$ cat config.mk
export PLATFORM = sky130hd
export DESIGN_NAME = rx_frame_receiver_param
export DESIGN_NICKNAME = d
export VERILOG_FILES = /design/src/rtl/rx_frame_receiver_param.sv
export SDC_FILE = /design/constraint.sdc
export NUM_CORES = 1
export LEC_CHECK = 0
export CAP_MARGIN = 20
export CORE_ASPECT_RATIO = 1.2
export CORE_MARGIN = 2
export CORE_UTILIZATION = 45
export CTS_CLUSTER_SIZE = 20
export DETAILED_ROUTE_END_ITERATION = 8
export PLACE_DENSITY_LB_ADDON = 0.05
export SYNTH_ARGS = -nofsm -noshare
export SYNTH_HDL_FRONTEND = slang
export SYNTH_SLANG_ARGS = --single-unit
export TNS_END_PERCENT = 1
$ cat constraint.sdc
create_clock -name clk -period 6.4 [get_ports clk]
set_input_delay 0.96 -clock clk [delete_from_list [all_inputs] [get_ports clk]]
set_output_delay 0.96 -clock clk [all_outputs]
set_load 0.05 [all_outputs]
$ cat src/rtl/rx_frame_receiver_param.sv
`default_nettype none
// ============================================================================
// Module      : rx_frame_receiver_param
// Description : Serial frame receiver - preamble/SFD hunt, header/payload/CRC-8
//               deserialisation, destination filter, valid/ready frame output.
// Revision    : 1.0 - initial release
// ============================================================================
module rx_frame_receiver_param #(
   parameter int         ID_W     = 2,
   parameter int         LEN_W    = 4,
   parameter int         PRE_LEN  = 16,
   parameter logic [7:0] CRC_POLY = 8'h07,
   parameter bit         CRC_HDR  = 1'b1
) (
   input  logic                      clk,
   input  logic                      rst_n,
   input  logic                      rx_line,
   input  logic [ID_W-1:0]           my_id,
   input  logic                      promisc,
   output logic                      out_valid,
   input  logic                      out_ready,
   output logic [ID_W-1:0]           out_dest,
   output logic [ID_W-1:0]           out_src,
   output logic [LEN_W-1:0]          out_len,
   output logic [8*(2**LEN_W)-1:0]   out_payload,
   output logic                      crc_err,
   output logic                      overrun,
   output logic                      filtered
);

   localparam int C_HDR_W = 2*ID_W + LEN_W;
   localparam int C_PAY_W = 8*(2**LEN_W);
   localparam int C_CNT_W = $clog2(C_PAY_W);
   localparam logic [2*PRE_LEN-1:0] C_PRE_DBL  = {PRE_LEN{2'b10}};
   localparam logic [PRE_LEN-1:0]   C_PREAMBLE = C_PRE_DBL[2*PRE_LEN-1:PRE_LEN];
   localparam logic [7:0]           C_SFD      = 8'b1010_1011;
   localparam logic [7:0]           C_SFD_IDLE = 8'b1010_1010;
   localparam logic [C_CNT_W-1:0]   C_CNT_ONE  = C_CNT_W'(1);
   localparam logic [C_CNT_W-1:0]   C_BYTE_END = C_CNT_W'(7);
   localparam logic [C_CNT_W-1:0]   C_HDR_END  = C_CNT_W'(C_HDR_W-1);

   typedef enum logic [2:0] {
      S_HUNT = 3'd0,
      S_SFD  = 3'd1,
      S_HDR  = 3'd2,
      S_PAY  = 3'd3,
      S_CRC  = 3'd4
   } state_t;

   state_t               r_state;
   // Shift registers keep one bit less than the window they match: the oldest
   // bit is only ever needed for the comparison against the next value.
   logic [PRE_LEN-2:0]   r_pre;
   logic [6:0]           r_sfd;
   logic [C_HDR_W-1:0]   r_hdr;
   logic [C_PAY_W-1:0]   r_pay;
   logic [6:0]           r_crc_rx;
   logic [7:0]           r_crc;
   logic [C_CNT_W-1:0]   r_cnt;

   function automatic logic [7:0] crc_step(input logic [7:0] c, input logic b);
      logic fb;
      fb = c[7] ^ b;
      return {c[6:0], 1'b0} ^ (fb ? CRC_POLY : 8'h00);
   endfunction

   logic [PRE_LEN-1:0]   w_pre_next;
   logic [7:0]           w_sfd_next;
   logic [C_HDR_W-1:0]   w_hdr_next;
   logic [C_PAY_W-1:0]   w_pay_next;
   logic [7:0]           w_crc_rx_next;
   logic [7:0]           w_crc_step;
   logic [ID_W-1:0]      w_dest;
   logic [ID_W-1:0]      w_src;
   logic [LEN_W-1:0]     w_len;
   logic [C_CNT_W-1:0]   w_pay_end;
   logic                 w_accept;
   logic                 w_crc_ok;

   assign w_pre_next    = {r_pre, rx_line};
   assign w_sfd_next    = {r_sfd, rx_line};
   assign w_hdr_next    = {r_hdr[C_HDR_W-2:0], rx_line};
   assign w_pay_next    = {r_pay[C_PAY_W-2:0], rx_line};
   assign w_crc_rx_next = {r_crc_rx, rx_line};
   assign w_crc_step    = crc_step(r_crc, rx_line);
   assign w_dest        = r_hdr[C_HDR_W-1 -: ID_W];
   assign w_src         = r_hdr[LEN_W+ID_W-1 -: ID_W];
   assign w_len         = r_hdr[LEN_W-1:0];
   assign w_pay_end     = {w_len, 3'b111};   // (len+1)*8-1
   assign w_accept      = promisc | (w_dest == my_id) | (&w_dest);
   assign w_crc_ok      = (w_crc_rx_next == r_crc);

   always_ff @(posedge clk or negedge rst_n) begin
      if (!rst_n) begin
         r_state     <= S_HUNT;
         r_pre       <= '0;
         r_sfd       <= '0;
         r_hdr       <= '0;
         r_pay       <= '0;
         r_crc_rx    <= '0;
         r_crc       <= '0;
         r_cnt       <= '0;
         out_valid   <= 1'b0;
         out_dest    <= '0;
         out_src     <= '0;
         out_len     <= '0;
         out_payload <= '0;
         crc_err     <= 1'b0;
         overrun     <= 1'b0;
         filtered    <= 1'b0;
      end else begin
         crc_err  <= 1'b0;
         overrun  <= 1'b0;
         filtered <= 1'b0;
         if (out_valid && out_ready) begin
            out_valid <= 1'b0;
         end

         case (r_state)
            S_HUNT: begin
               r_pre <= w_pre_next[PRE_LEN-2:0];
               if (w_pre_next == C_PREAMBLE) begin
                  r_state <= S_SFD;
                  r_sfd   <= '0;
                  r_cnt   <= '0;
               end
            end
            S_SFD: begin
               r_sfd <= w_sfd_next[6:0];
               if (r_cnt != C_BYTE_END) begin
                  r_cnt <= r_cnt + C_CNT_ONE;
               end
               if (w_sfd_next == C_SFD) begin
                  r_state <= S_HDR;
                  r_cnt   <= '0;
                  r_crc   <= 8'h00;
               end else if (r_cnt == C_BYTE_END && w_sfd_next != C_SFD_IDLE) begin
                  // a full byte that is neither SFD nor preamble tail: false lock
                  r_state <= S_HUNT;
                  r_pre   <= '0;
                  r_sfd   <= '0;
               end
            end
            S_HDR: begin
               r_hdr <= w_hdr_next;
               r_cnt <= r_cnt + C_CNT_ONE;
               if (CRC_HDR) begin
                  r_crc <= w_crc_step;
               end
               if (r_cnt == C_HDR_END) begin
                  r_state <= S_PAY;
                  r_cnt   <= '0;
                  r_pay   <= '0;
               end
            end
            S_PAY: begin
               r_pay <= w_pay_next;
               r_crc <= w_crc_step;
               r_cnt <= r_cnt + C_CNT_ONE;
               if (r_cnt == w_pay_end) begin
                  r_state  <= S_CRC;
                  r_cnt    <= '0;
                  r_crc_rx <= '0;
               end
            end
            S_CRC: begin
               r_crc_rx <= w_crc_rx_next[6:0];
               r_cnt    <= r_cnt + C_CNT_ONE;
               if (r_cnt == C_BYTE_END) begin
                  if (!w_crc_ok) begin
                     crc_err <= 1'b1;
                  end else if (!w_accept) begin
                     filtered <= 1'b1;
                  end else if (!out_valid || out_ready) begin
                     out_valid   <= 1'b1;
                     out_dest    <= w_dest;
                     out_src     <= w_src;
                     out_len     <= w_len;
                     out_payload <= r_pay;
                  end else begin
                     overrun <= 1'b1;
                  end
                  r_state <= S_HUNT;
                  r_pre   <= '0;
                  r_sfd   <= '0;
                  r_cnt   <= '0;
               end
            end
            default: begin
               r_state <= S_HUNT;
            end
         endcase
      end
   end

endmodule
`default_nettype wire

* Yosys cells after proc, flatten, opt, wreduce, memory -nomap -nowiden *
Index checks and enable logic that the tools add are counted.

cells by class
  add/sub/neg operators = 1
  eq/ne operators = 21
  muxes and demuxes = 46
  bitwise gates (word level) = 4
  reduce and logical (&&, ||, !) cells = 21

operators by type and width
  kind                                                                    number
  128-bit case mux with 2 select lines                                    1
  128-bit two-way mux                                                     1
  7-bit two-way mux                                                       9
  15-bit two-way mux                                                      3
  15-bit case mux with 3 select lines                                     1
  7-bit case mux with 4 select lines                                      1
  3-bit two-way mux                                                       7
  7-bit case mux with 3 select lines                                      1
  1-bit two-way mux                                                       18
  16-bit equality test (second input constant)                            1
  8-bit case mux with 2 select lines                                      1
  3-bit case mux with 5 select lines                                      1
  2-bit != test (second input constant)                                   7
  7-bit case mux with 2 select lines                                      1
  5-bit AND reduction                                                     2
  8-bit equality test                                                     1
  8-bit equality test (second input constant)                             1
  8-bit two-way mux                                                       1
  8-bit != test (second input constant)                                   1
  2-bit AND reduction                                                     4
  8-bit by 3-bit bitwise XOR with 8-bit output                            1
  7-bit by 1-bit adder with 7-bit output (second input constant)          1
  7-bit by 3-bit equality test with 1-bit output (second input constant)  1
  7-bit equality test                                                     1
  other kinds (18)                                                        26

storage, ports and cells
  register bits = 323
  input bits = 7
  output and inout bits = 140
  word-level logic and storage cells = 109

* Longest topological paths before layout *
Gate-level depths: netlist (run 1).

  word-level depth = 7
  depth in mapped cells = 9

* Worst setup path after synthesis (run 1) *
No wires, ideal clock.

  path type = input-to-reg
  from = input port rx_line
  to = register out_len[1]
  data arrival time = 2.897 ns
  required time = 6.273 ns
  slack = 3.376 ns
  stages = 9
  cell sequence = clkbuf_1 > xnor2_1 > nand4_1 > or4_1 > and3b_1 > buf_4 > buf_12 > buf_12 > mux2_1

on the way
  word-level cells in the longest chain between the ends = 2

RTL lines
  element                        line  source
  start, declared                17    input logic rx_line,
  8-bit equality test            91    assign w_crc_ok = (w_crc_rx_next == r_crc);
  5-bit AND reduction (no line)  --
  end signal, assigned           178   out_len <= w_len;
  end, declared                  24    output logic [LEN_W-1:0] out_len,

No other way between the ends.
A chain may end at the register's enable or synchronous reset.

* Worst setup path in the final report (run 1) *
  from = input port rx_line
  to = register out_payload[71]

on the way
  word-level cells in the longest chain between the ends = 2

RTL lines
  element                        line  source
  8-bit equality test            91
  5-bit AND reduction (no line)  --
  end signal, assigned           179   out_payload <= r_pay;
  end, declared                  25    output logic [8*(2**LEN_W)-1:0] out_payload,

No other way between the ends.

==> out/metrics.csv, run 1 <==
stage,metric,value,unit
power,switching share of total power,0.198,
routing,vias,7374,
synthesis,asr flop ratio synth,1.00,
sta,Period minus WS final,3.78,ns
cts,CTS Buf Count,35,
synthesis,Mapped Area,0.0124,sq mm
cts,Setup Buffers After CTS,0,
routing,Post-DRT Antenna Nets,0,
synthesis,Syn Nets,841,
place,DP Wirelength,15000,um
sta,crit share post-route,0.591,
routing,drt first-iter violations,345,
worst_setup_path,RR Endpoint,out_payload[71]$_DFFE_PN0P_,
synthesis,Synth top area share,0.652,
global_route,first-pass GRT wire length,40400,um
worst_setup_path,WS Path Type,input port to flop,
worst_setup_path,CP Capture Type,flop,
synthesis,sequential share of the synthesized area,0.652,
sta,Fin Hold WS,0.412,ns
global_route,pin count of the biggest net entering global routing,181,
cells_and_area,Ant. Diodes,0,
synthesis,Synth cell types,54,
synthesis,"count leader, synth",dfrtp_1,
cts,Root Driver,clkbuf_16,
cells_and_area,nets,976,
worst_hold_path,class of the worst hold path,input port to asynchronous set/reset pin,
die,Row Count,66,
global_route,vias in the first global route,7623,
synthesis,Synth Instances,833,
sta,Worst Tran Pin Value,1.00,ns
die,core area,0.0271,sq mm
sta,max_slew headroom,0.330,
global_route,grt ovf,0,
sta,max-slew violations,0,
routing,drc violations,0,
cts,CTS Sinks,323,
global_route,total track usage,0.171,
cts,H-tree depth,2,
worst_setup_path,WP data required,6.77,ns
cts,CTS Buffer Depth,3,
sta,final hold violations,0,
synthesis,synth warn,0,
worst_setup_path,CP max FO,42,
sta,final setup fails,0,
cts,Post-CTS Resized,0,
cts,hold_buf cts,0,
routing,vias per cell,5.54,
die,Initial Utilization,0.458,
power,Cell Pwr Density,271,mW/mm^2
power,Leak Pwr,7.43,nW
outcome,outcome,"finished, final reports clean",
place,port bufs,146,
power,Peak VDD IR,165,uV
synthesis,syn avg cell area,14.9,sq um
sta,Final Skew,0.00896,ns
worst_setup_path,R2R Path Start,r_state[0]$_DFFE_PN0P_,
synthesis,Synth area leaders,"dfrtp_1, a22o_1, mux2_2, mux2_1, mux2i_1",
die,I/O pin count,147,
cells_and_area,layout cells sized above 1,0.179,
synthesis,Main synth FF type,dfrtp_1,
place,Final Wtd Congestion,0.785,
die,Die Area,0.0289,sq mm
power,total power,4.14,mW
sta,RSZ-0062 raised after global routing,no,
synthesis,Post-synth EDFFs,0,
sta,Setup TNS Final,0,ns
synthesis,"top cells by count, synth","dfrtp_1, a22o_1, mux2_2",
worst_setup_path,crit path DAT,4.15,ns
cts,CTS tree,yes,
routing,routed wire length per instance,18.4,um
power,part of the power in combinational logic,0.014,
sta,Fmax achieved,0.265,GHz
worst_setup_path,Critical Path End,out_payload[71]$_DFFE_PN0P_,
synthesis,leading area contributor after synthesis,dfrtp_1,
global_route,antenna violations before repair,0,
power,Power Internal,3.32,mW
power,Clk pwr share,0.489,
synthesis,Yosys reg bits,323,
run,Max Cap Violations,0,
cts,clk_lat worst skew,0.49,ns
die,die height,186,um
routing,final WL,24400,um
worst_setup_path,reg2reg setup slack,3.07,ns
worst_setup_path,reg2reg path depth,6,
worst_setup_path,Worst Setup SP,rx_line,
cts,clk slew on worst S/H paths,0.06,ns
worst_setup_path,Startpoint Class,input port,
cells_and_area,Synth-to-Final Area Change,23.0,%
power,Net Sw Power,0.820,mW
die,Die X-Extent,156,um
routing,1st-pass router iterations,4,
power,fraction of power consumed by sequential logic,0.497,
worst min-delay path by stage:
stage / slack (ns) / endpoint / start / depth (start not counted)
global route: 0.44 / out_payload[118]$_DFFE_PN0P_ / rst_n / 1
CTS: 0.42 / out_payload[118]$_DFFE_PN0P_ / rst_n / 1
finish: 0.41 / out_payload[117]$_DFFE_PN0P_ / rst_n / 1
detailed placement: 0.47 / out_payload[106]$_DFFE_PN0P_ / out_payload[106]$_DFFE_PN0P_ / 1
global placement: 0.47 / out_payload[104]$_DFFE_PN0P_ / out_payload[104]$_DFFE_PN0P_ / 1
floorplan: 0.46 / r_pay[127]$_DFFE_PN0P_ / r_pay[127]$_DFFE_PN0P_ / 1
critical path, cell delays in order:
cell and delay [ns]:
clkdlybuf4s50_1 0.73, xnor2_1 0.18, nand4_1 0.11, or4_1 0.55, and3b_4 0.63, buf_4 0.55, mux2_2 0.40
kinds of logic (layout without fill, tap and decap cells):
| group | count (synthesis) | in the layout | synth area share |
|---|---|---|---|
| compound gates | 183 | 183 | 0.125 |
| simple gates | 71 | 71 | 0.0329 |
| mux | 160 | 160 | 0.144 |
| fa+ha+maj | 1 | 1 | 0.00101 |
| buf+inv | 79 | 236 | 0.0342 |
| xor+xnor | 16 | 16 | 0.0113 |
| flops | 323 | 323 | 0.652 |
state kept, by name (all words and copies together), names as in the netlist, 3 cells and up:
signal and count:
r_crc 8, r_cnt 7, r_pre 15, r_hdr 8
r_crc_rx 7, r_state 3, out_len 4, r_pay 128
r_sfd 7, out_payload 128
final cells by class:
type	count	area [sq um]
clock inverter	8	92.6
inverter	23	86.3
clock buffer	51	1090
multi-input combinational	431	3910
sequential	323	8080
timing repair buffer	154	1570
fill	2164	11800
tap	340	425
power by group through the flow:
stage | registers, mW | logic, mW | clock network (mW)
floorplan | 2.09 | 0.0139 | 0
global placement | 2.09 | 0.0600 | 0
global route | 2.05 | 0.0705 | 2.18
CTS | 2.06 | 0.0630 | 2.08
finish | 2.06 | 0.0591 | 2.02
detailed placement | 2.09 | 0.0630 | 0
stage by stage:
step            util  setup slack (ns)  cell area [sq um]  cells
2_1_floorplan      -              3.38              12400    833
3_3_place_gp   0.518              2.15              14000   1269
3_5_place_dp   0.518              2.09              14000   1269
4_1_cts        0.562              2.61              15200   1328
5_1_grt        0.563              2.47              15300   1330
6_report       0.563              2.62              15300   1330
placed cells by master, fill, tap and decap left out, drive strengths merged, types with 2 or more instances in the layout:
cell | Yosys | layout
o22ai | 2 | 2
o211ai | 2 | 2
bufinv | 0 | 2
o21ai | 4 | 4
nor4bb | 2 | 2
nor3 | 6 | 6
nor2b | 5 | 5
inv | 23 | 23
or3b | 2 | 2
dfrtp | 323 | 323
or3 | 2 | 2
nand4 | 3 | 3
nand2b | 2 | 2
o21bai | 2 | 2
mux2 | 144 | 144
a31oi | 2 | 2
clkbuf | 34 | 51
a22o | 147 | 147
nand3 | 3 | 3
a21o | 2 | 2
buf | 22 | 9
a221o | 4 | 4
clkdlybuf4s50 | 0 | 145
nand2 | 23 | 23
o21a | 2 | 2
xnor2 | 15 | 15
a21oi | 6 | 6
o31a | 2 | 2
clkinv | 0 | 5
nor4b | 2 | 2
nor2 | 7 | 7
mux2i | 16 | 16
and2 | 6 | 6
o221ai | 3 | 3
layer usage:
metal | GRT usage | vias up | wire length, um
met5 | 0 | - | 0
met3 | 0.0342 | 34 | 1020
met4 | 0.0492 | 0 | 476
met1 | 0.240 | 3887 | 11300
li1 | - | 3317 | -
met2 | 0.272 | 136 | 11600
Power figures use the tool's default switching activity.
==> run 2, diff against run 1 <==
==> constraint.sdc (replaced) <==
create_clock -name clk -period 3.8 [get_ports clk]
set_input_delay 0.57 -clock clk [delete_from_list [all_inputs] [get_ports clk]]
set_output_delay 0.57 -clock clk [all_outputs]
set_load 0.05 [all_outputs]
==> run 2 against run 1 <==
- wire length up 2.9%
- worst setup slack got worse by 1.8 ns
- clock power rose by 58%
- critical path type is now flop to flop
- largest cell class unchanged
- highest routed layer unchanged
==> out/metrics.csv, run 2 (synthesis results as in run 1) <==
stage,metric,value,unit
outcome,outcome,"finished, final reports clean",
cells_and_area,FF+latch area,0.00808,sq mm
global_route,pin count of the biggest net entering global routing,108,
worst_setup_path,CP cell instances,nor4_4 -> nand2_2 -> or4_1 -> and3b_4 -> buf_12 -> mux2_2,
cells_and_area,fin util,0.564,
worst_setup_path,RR Endpoint,out_payload[66]$_DFFE_PN0P_,
cells_and_area,"commonest cells after routing, fill and taps aside","dfrtp_1, a22o_1, clkdlybuf4s50_1",
sta,Period minus WS final,2.97,ns
sta,max-slew violations,0,
cts,hold_buf cts,0,
sta,Final Skew,0.00896,ns
place,post-place instance area,0.0142,sq mm
cells_and_area,"commonest non-fill, non-tap cell in the layout",dfrtp_1,
cells_and_area,final instance area,0.0153,sq mm
sta,final hold violations,0,
routing,Post-DRT Antenna Nets,0,
worst_setup_path,reg2reg setup slack,0.83,ns
sta,Setup TNS Final,0,ns
worst_setup_path,reg2reg path depth,6,
global_route,antenna violations before repair,0,
cts,H-tree depth,2,
worst_setup_path,crit path DAT,3.34,ns
sta,RSZ-0062 raised after global routing,no,
die,die height,186,um
cts,CTS tree,yes,
global_route,first-pass GRT wire length,41200,um
die,Initial Utilization,0.458,
global_route,grt ovf,0,
cells_and_area,largest registers,"out_payload x128, r_pay x128, r_pre x15",
worst_setup_path,Crit path largest cell delay,0.59,ns
cells_and_area,fillers,2217,
cts,CTS Buf Count,34,
worst_setup_path,CP Capture Type,flop,
sta,crit share post-route,0.780,
die,I/O pin count,147,
worst_setup_path,R2R Path Start,r_cnt[4]$_DFFE_PN0P_,
routing,drt first-iter violations,376,
cells_and_area,Synth-to-Final Area Change,23.1,%
die,core area,0.0271,sq mm
sta,final setup fails,0,
cts,Setup Buffers After CTS,0,
sta,max_slew headroom,0.298,
routing,1st-pass router iterations,5,
worst_hold_path,class of the worst hold path,input port to asynchronous set/reset pin,
routing,vias,7501,
die,Row Count,66,
cells_and_area,nets,984,
power,Leak Pwr,7.43,nW
routing,final WL,25100,um
power,Peak VDD IR,312,uV
place,port bufs,146,
global_route,total track usage,0.176,
cts,clk_lat worst skew,0.50,ns
routing,drc violations,0,
cts,clk slew on worst S/H paths,0.06,ns
worst_setup_path,WP data required,4.18,ns
sta,Fmax achieved,0.337,GHz
routing,vias per cell,5.60,
cts,CTS Sinks,323,
die,Die X-Extent,156,um
cells_and_area,Ant. Diodes,0,
power,Cell Pwr Density,444,mW/mm^2
sta,Worst Tran Pin Value,1.05,ns
cells_and_area,layout cells sized above 1,0.179,
cells_and_area,area of the multi-input gates,0.00391,sq mm
run,Max Cap Violations,0,
worst_setup_path,Slowest cell on crit path,or4_1,
place,Final Wtd Congestion,0.847,
cts,CTS Buffer Depth,3,
die,Die Area,0.0289,sq mm
cts,Post-CTS Resized,0,
worst_setup_path,WS Path Type,flop to flop,
global_route,vias in the first global route,7833,
worst_setup_path,CP max FO,46,
cts,Root Driver,clkbuf_16,
routing,routed wire length per instance,18.8,um
place,DP Wirelength,15900,um
worst_setup_path,Startpoint Class,flop,
run 2: worst max path at each step:
| stage | startpoint | slack (ns) | endpoint | depth (start not counted) |
|---|---|---|---|---|
| 3_3_place_gp | rx_line | 0.55 | out_payload[72]$_DFFE_PN0P_ | 7 |
| 4_1_cts | r_cnt[4]$_DFFE_PN0P_ | 0.84 | out_payload[66]$_DFFE_PN0P_ | 6 |
| 3_5_place_dp | rx_line | 0.51 | out_payload[66]$_DFFE_PN0P_ | 7 |
| 6_report | r_cnt[4]$_DFFE_PN0P_ | 0.83 | out_payload[66]$_DFFE_PN0P_ | 6 |
| 2_1_floorplan | rx_line | 1.17 | out_len[1]$_DFFE_PN0P_ | 9 |
| 5_1_grt | r_cnt[0]$_DFFE_PN0P_ | 0.73 | out_payload[69]$_DFFE_PN0P_ | 7 |
run 2: cell type report:
cell class                 count  share of cell area
timing repair buffer         163               0.110
sequential                   323               0.529
multi-input combinational    431               0.256
tap                          340              0.0279
inverter                      23             0.00565
clock buffer                  50              0.0643
clock inverter                 9             0.00647
run 2: through the flow:
step           worst slack [ns]  cells  hold WS (ns)  total power [mW]
2_1_floorplan              1.17    833         0.274              3.55
3_3_place_gp              0.553   1280         0.466              3.63
3_5_place_dp              0.506   1280         0.474              3.64
4_1_cts                   0.842   1339         0.161              6.89
5_1_grt                   0.731   1339         0.152              7.05
6_report                  0.835   1339         0.108              6.78
run 2: critical path: cells and delay by family, from the launching register on:
family / cells / cell delay (ns)
buffers and inverters: 1 / 0.30
AND/OR/NAND/NOR: 4 / 1.66
multiplexers: 1 / 0.38
flip-flops: 1 / 0.47
run 2: report_power, final:
part / internal, mW / switching [mW]
Combinational: 0.0294 / 0.0801
Sequential: 3.45 / 0.0101
Clock: 1.93 / 1.28
Total: 5.41 / 1.37
run 2: routing by layer:
| metal | share of wire | track usage |
|---|---|---|
| met1 | 0.44 | 0.236 |
| met2 | 0.49 | 0.292 |
| met3 | 0.042 | 0.0335 |
| met4 | 0.023 | 0.0554 |
| met5 | 0 | 0 |
==> run 3, diff against run 2 <==
==> constraint.sdc (replaced) <==
create_clock -name clk -period 3.07 [get_ports clk]
set_input_delay 0.4605 -clock clk [delete_from_list [all_inputs] [get_ports clk]]
set_output_delay 0.4605 -clock clk [all_outputs]
set_load 0.05 [all_outputs]
==> run 3 against run 2 <==
- utilization grew 0.67 points
- via count rose by 0.48%
- sequential share of layout area shrank 0.62 points
- design area rose by 1.2%
- critical endpoint is now out_payload[118]$_DFFE_PN0P_
- largest cell class unchanged
- largest power group unchanged
==> out/metrics.csv, run 3 (synthesis results as in run 1) <==
stage,metric,value,unit
power,Leak Pwr,7.52,nW
cells_and_area,fillers,2151,
worst_setup_path,WP data required,3.44,ns
sta,final hold violations,0,
cells_and_area,"commonest cells after routing, fill and taps aside","dfrtp_1, a22o_1, clkdlybuf4s50_1",
sta,max_slew headroom,0.583,
global_route,vias in the first global route,7838,
power,Cell Pwr Density,553,mW/mm^2
sta,Period minus WS final,2.84,ns
global_route,grt ovf,0,
power,Power Internal,6.83,mW
die,die height,186,um
cells_and_area,"commonest non-fill, non-tap cell in the layout",dfrtp_1,
sta,max-slew violations,0,
cells_and_area,Ant. Diodes,0,
cts,Post-CTS Resized,0,
worst_setup_path,crit path DAT,3.22,ns
cts,clk slew on worst S/H paths,0.06,ns
cells_and_area,Finished Layout Cells,1349,
routing,drc violations,0,
cts,hold_buf cts,1,
cells_and_area,largest registers,"out_payload x128, r_pay x128, r_pre x15",
cells_and_area,layout cells sized above 1,0.187,
cts,CTS Sinks,323,
worst_setup_path,Startpoint Class,flop,
routing,vias per cell,5.59,
sta,final setup margin,0.228,ns
worst_setup_path,CP max FO,23,
power,switching share of total power,0.201,
cts,clk_lat worst skew,0.50,ns
worst_setup_path,Crit path largest cell delay,0.57,ns
place,Final Wtd Congestion,0.771,
place,DP Wirelength,16200,um
power,Peak VDD IR,335,uV
power,Clk pwr share,0.482,
sta,Fin Hold WS,0.482,ns
run,Max Cap Violations,0,
place,pre-CTS setup slack,0.0220,ns
worst_setup_path,CP Capture Type,flop,
sta,Fmax achieved,0.352,GHz
global_route,first-pass GRT wire length,41800,um
routing,drt first-iter violations,373,
power,Net Sw Power,1.71,mW
global_route,total track usage,0.179,
global_route,antenna violations before repair,0,
routing,1st-pass router iterations,4,
cts,Root Driver,clkbuf_16,
cts,H-tree depth,2,
worst_setup_path,WS Path Type,flop to flop,
die,Initial Utilization,0.458,
sta,Worst Tran Pin Value,0.621,ns
die,Row Count,66,
worst_setup_path,CP cell instances,nor4_4 -> nand2_2 -> or4_1 -> and3b_4 -> buf_12 -> mux2_1,
routing,final WL,25200,um
sta,RSZ-0062 raised after global routing,no,
worst_setup_path,Slowest cell on crit path,or4_1,
cells_and_area,nets,995,
sta,crit share post-route,0.926,
sta,Final Skew,0.0154,ns
die,core area,0.0271,sq mm
place,placed cell count,1289,
power,part of the power in combinational logic,0.016,
cts,Setup Buffers After CTS,0,
cts,CTS Buffer Depth,3,
cts,CTS Buf Count,35,
global_route,pin count of the biggest net entering global routing,77,
worst_hold_path,class of the worst hold path,flop to flop,
sta,Setup TNS Final,0,ns
die,Die X-Extent,156,um
cts,CTS tree,yes,
place,port bufs,146,
routing,routed wire length per instance,18.7,um
die,I/O pin count,147,
sta,final setup fails,0,
power,fraction of power consumed by sequential logic,0.502,
outcome,outcome,"finished, final reports clean",
cells_and_area,Synth-to-Final Area Change,24.6,%
cells_and_area,fin util,0.570,
die,Die Area,0.0289,sq mm
routing,vias,7537,
routing,Post-DRT Antenna Nets,0,
## run 3: changes by cell type in the layout (fill, tap and decap cells not counted), sizes merged
cell,before,now
clkbuf,50,52
buf,18,27
clkinv,6,4
dlygate4sd3,0,1
## run 3: power groups by stage
stage | registers (mW) | logic [mW] | clock network, mW
floorplan | 4.36 | 0.0289 | 0
global placement | 4.36 | 0.141 | 0
detailed placement | 4.36 | 0.147 | 0
CTS | 4.28 | 0.149 | 4.24
global route | 4.28 | 0.165 | 4.43
finish | 4.29 | 0.141 | 4.11
## run 3: layout make-up
| class | instances | area (sq um) | area share |
|---|---|---|---|
| Timing Repair Buffer | 173 | 1810 | 0.117 |
| Sequential cell | 323 | 8080 | 0.523 |
| Inverter | 23 | 86.3 | 0.00559 |
| Tap cell | 340 | 425 | 0.0275 |
| Clock buffer | 52 | 1040 | 0.0675 |
| Clock inverter | 7 | 91.3 | 0.00591 |
| Multi-Input combinational cell | 431 | 3910 | 0.253 |
## run 3: final timing paths
kind,end,slack [ns],cells after the start,startpoint
max,out_payload[118]$_DFFE_PN0P_,0.23,6,r_cnt[4]$_DFFE_PN0P_
min,out_len[1]$_DFFE_PN0P_,0.48,1,out_len[1]$_DFFE_PN0P_
max reg2reg,out_payload[118]$_DFFE_PN0P_,0.23,6,r_cnt[4]$_DFFE_PN0P_
min reg2reg,out_len[1]$_DFFE_PN0P_,0.48,1,out_len[1]$_DFFE_PN0P_
max in group asynchronous,r_pay[35]$_DFFE_PN0P_,1.75,3,rst_n
min in group asynchronous,r_pay[117]$_DFFE_PN0P_,0.53,2,rst_n
## run 3: critical path: cells and delay by family (launching register included)
| kind | cells | cell delay [ns] |
|---|---|---|
| buf+inv | 1 | 0.23 |
| flops | 1 | 0.48 |
| mux | 1 | 0.35 |
| simple gates | 4 | 1.65 |
## run 3: metrics by stage
stage / cell area, sq um / power (mW)
2_1_floorplan: 12400 / 4.39
3_3_place_gp: 14300 / 4.50
3_5_place_dp: 14300 / 4.51
4_1_cts: 15400 / 8.67
5_1_grt: 15400 / 8.88
6_report: 15400 / 8.54
## run 3: layer usage
metal,part of all wire,GRT usage,up-vias
li1,-,-,3367
met1,0.45,0.250,3926
met2,0.48,0.289,193
met3,0.046,0.0300,51
met4,0.027,0.0569,0
met5,0,0,-
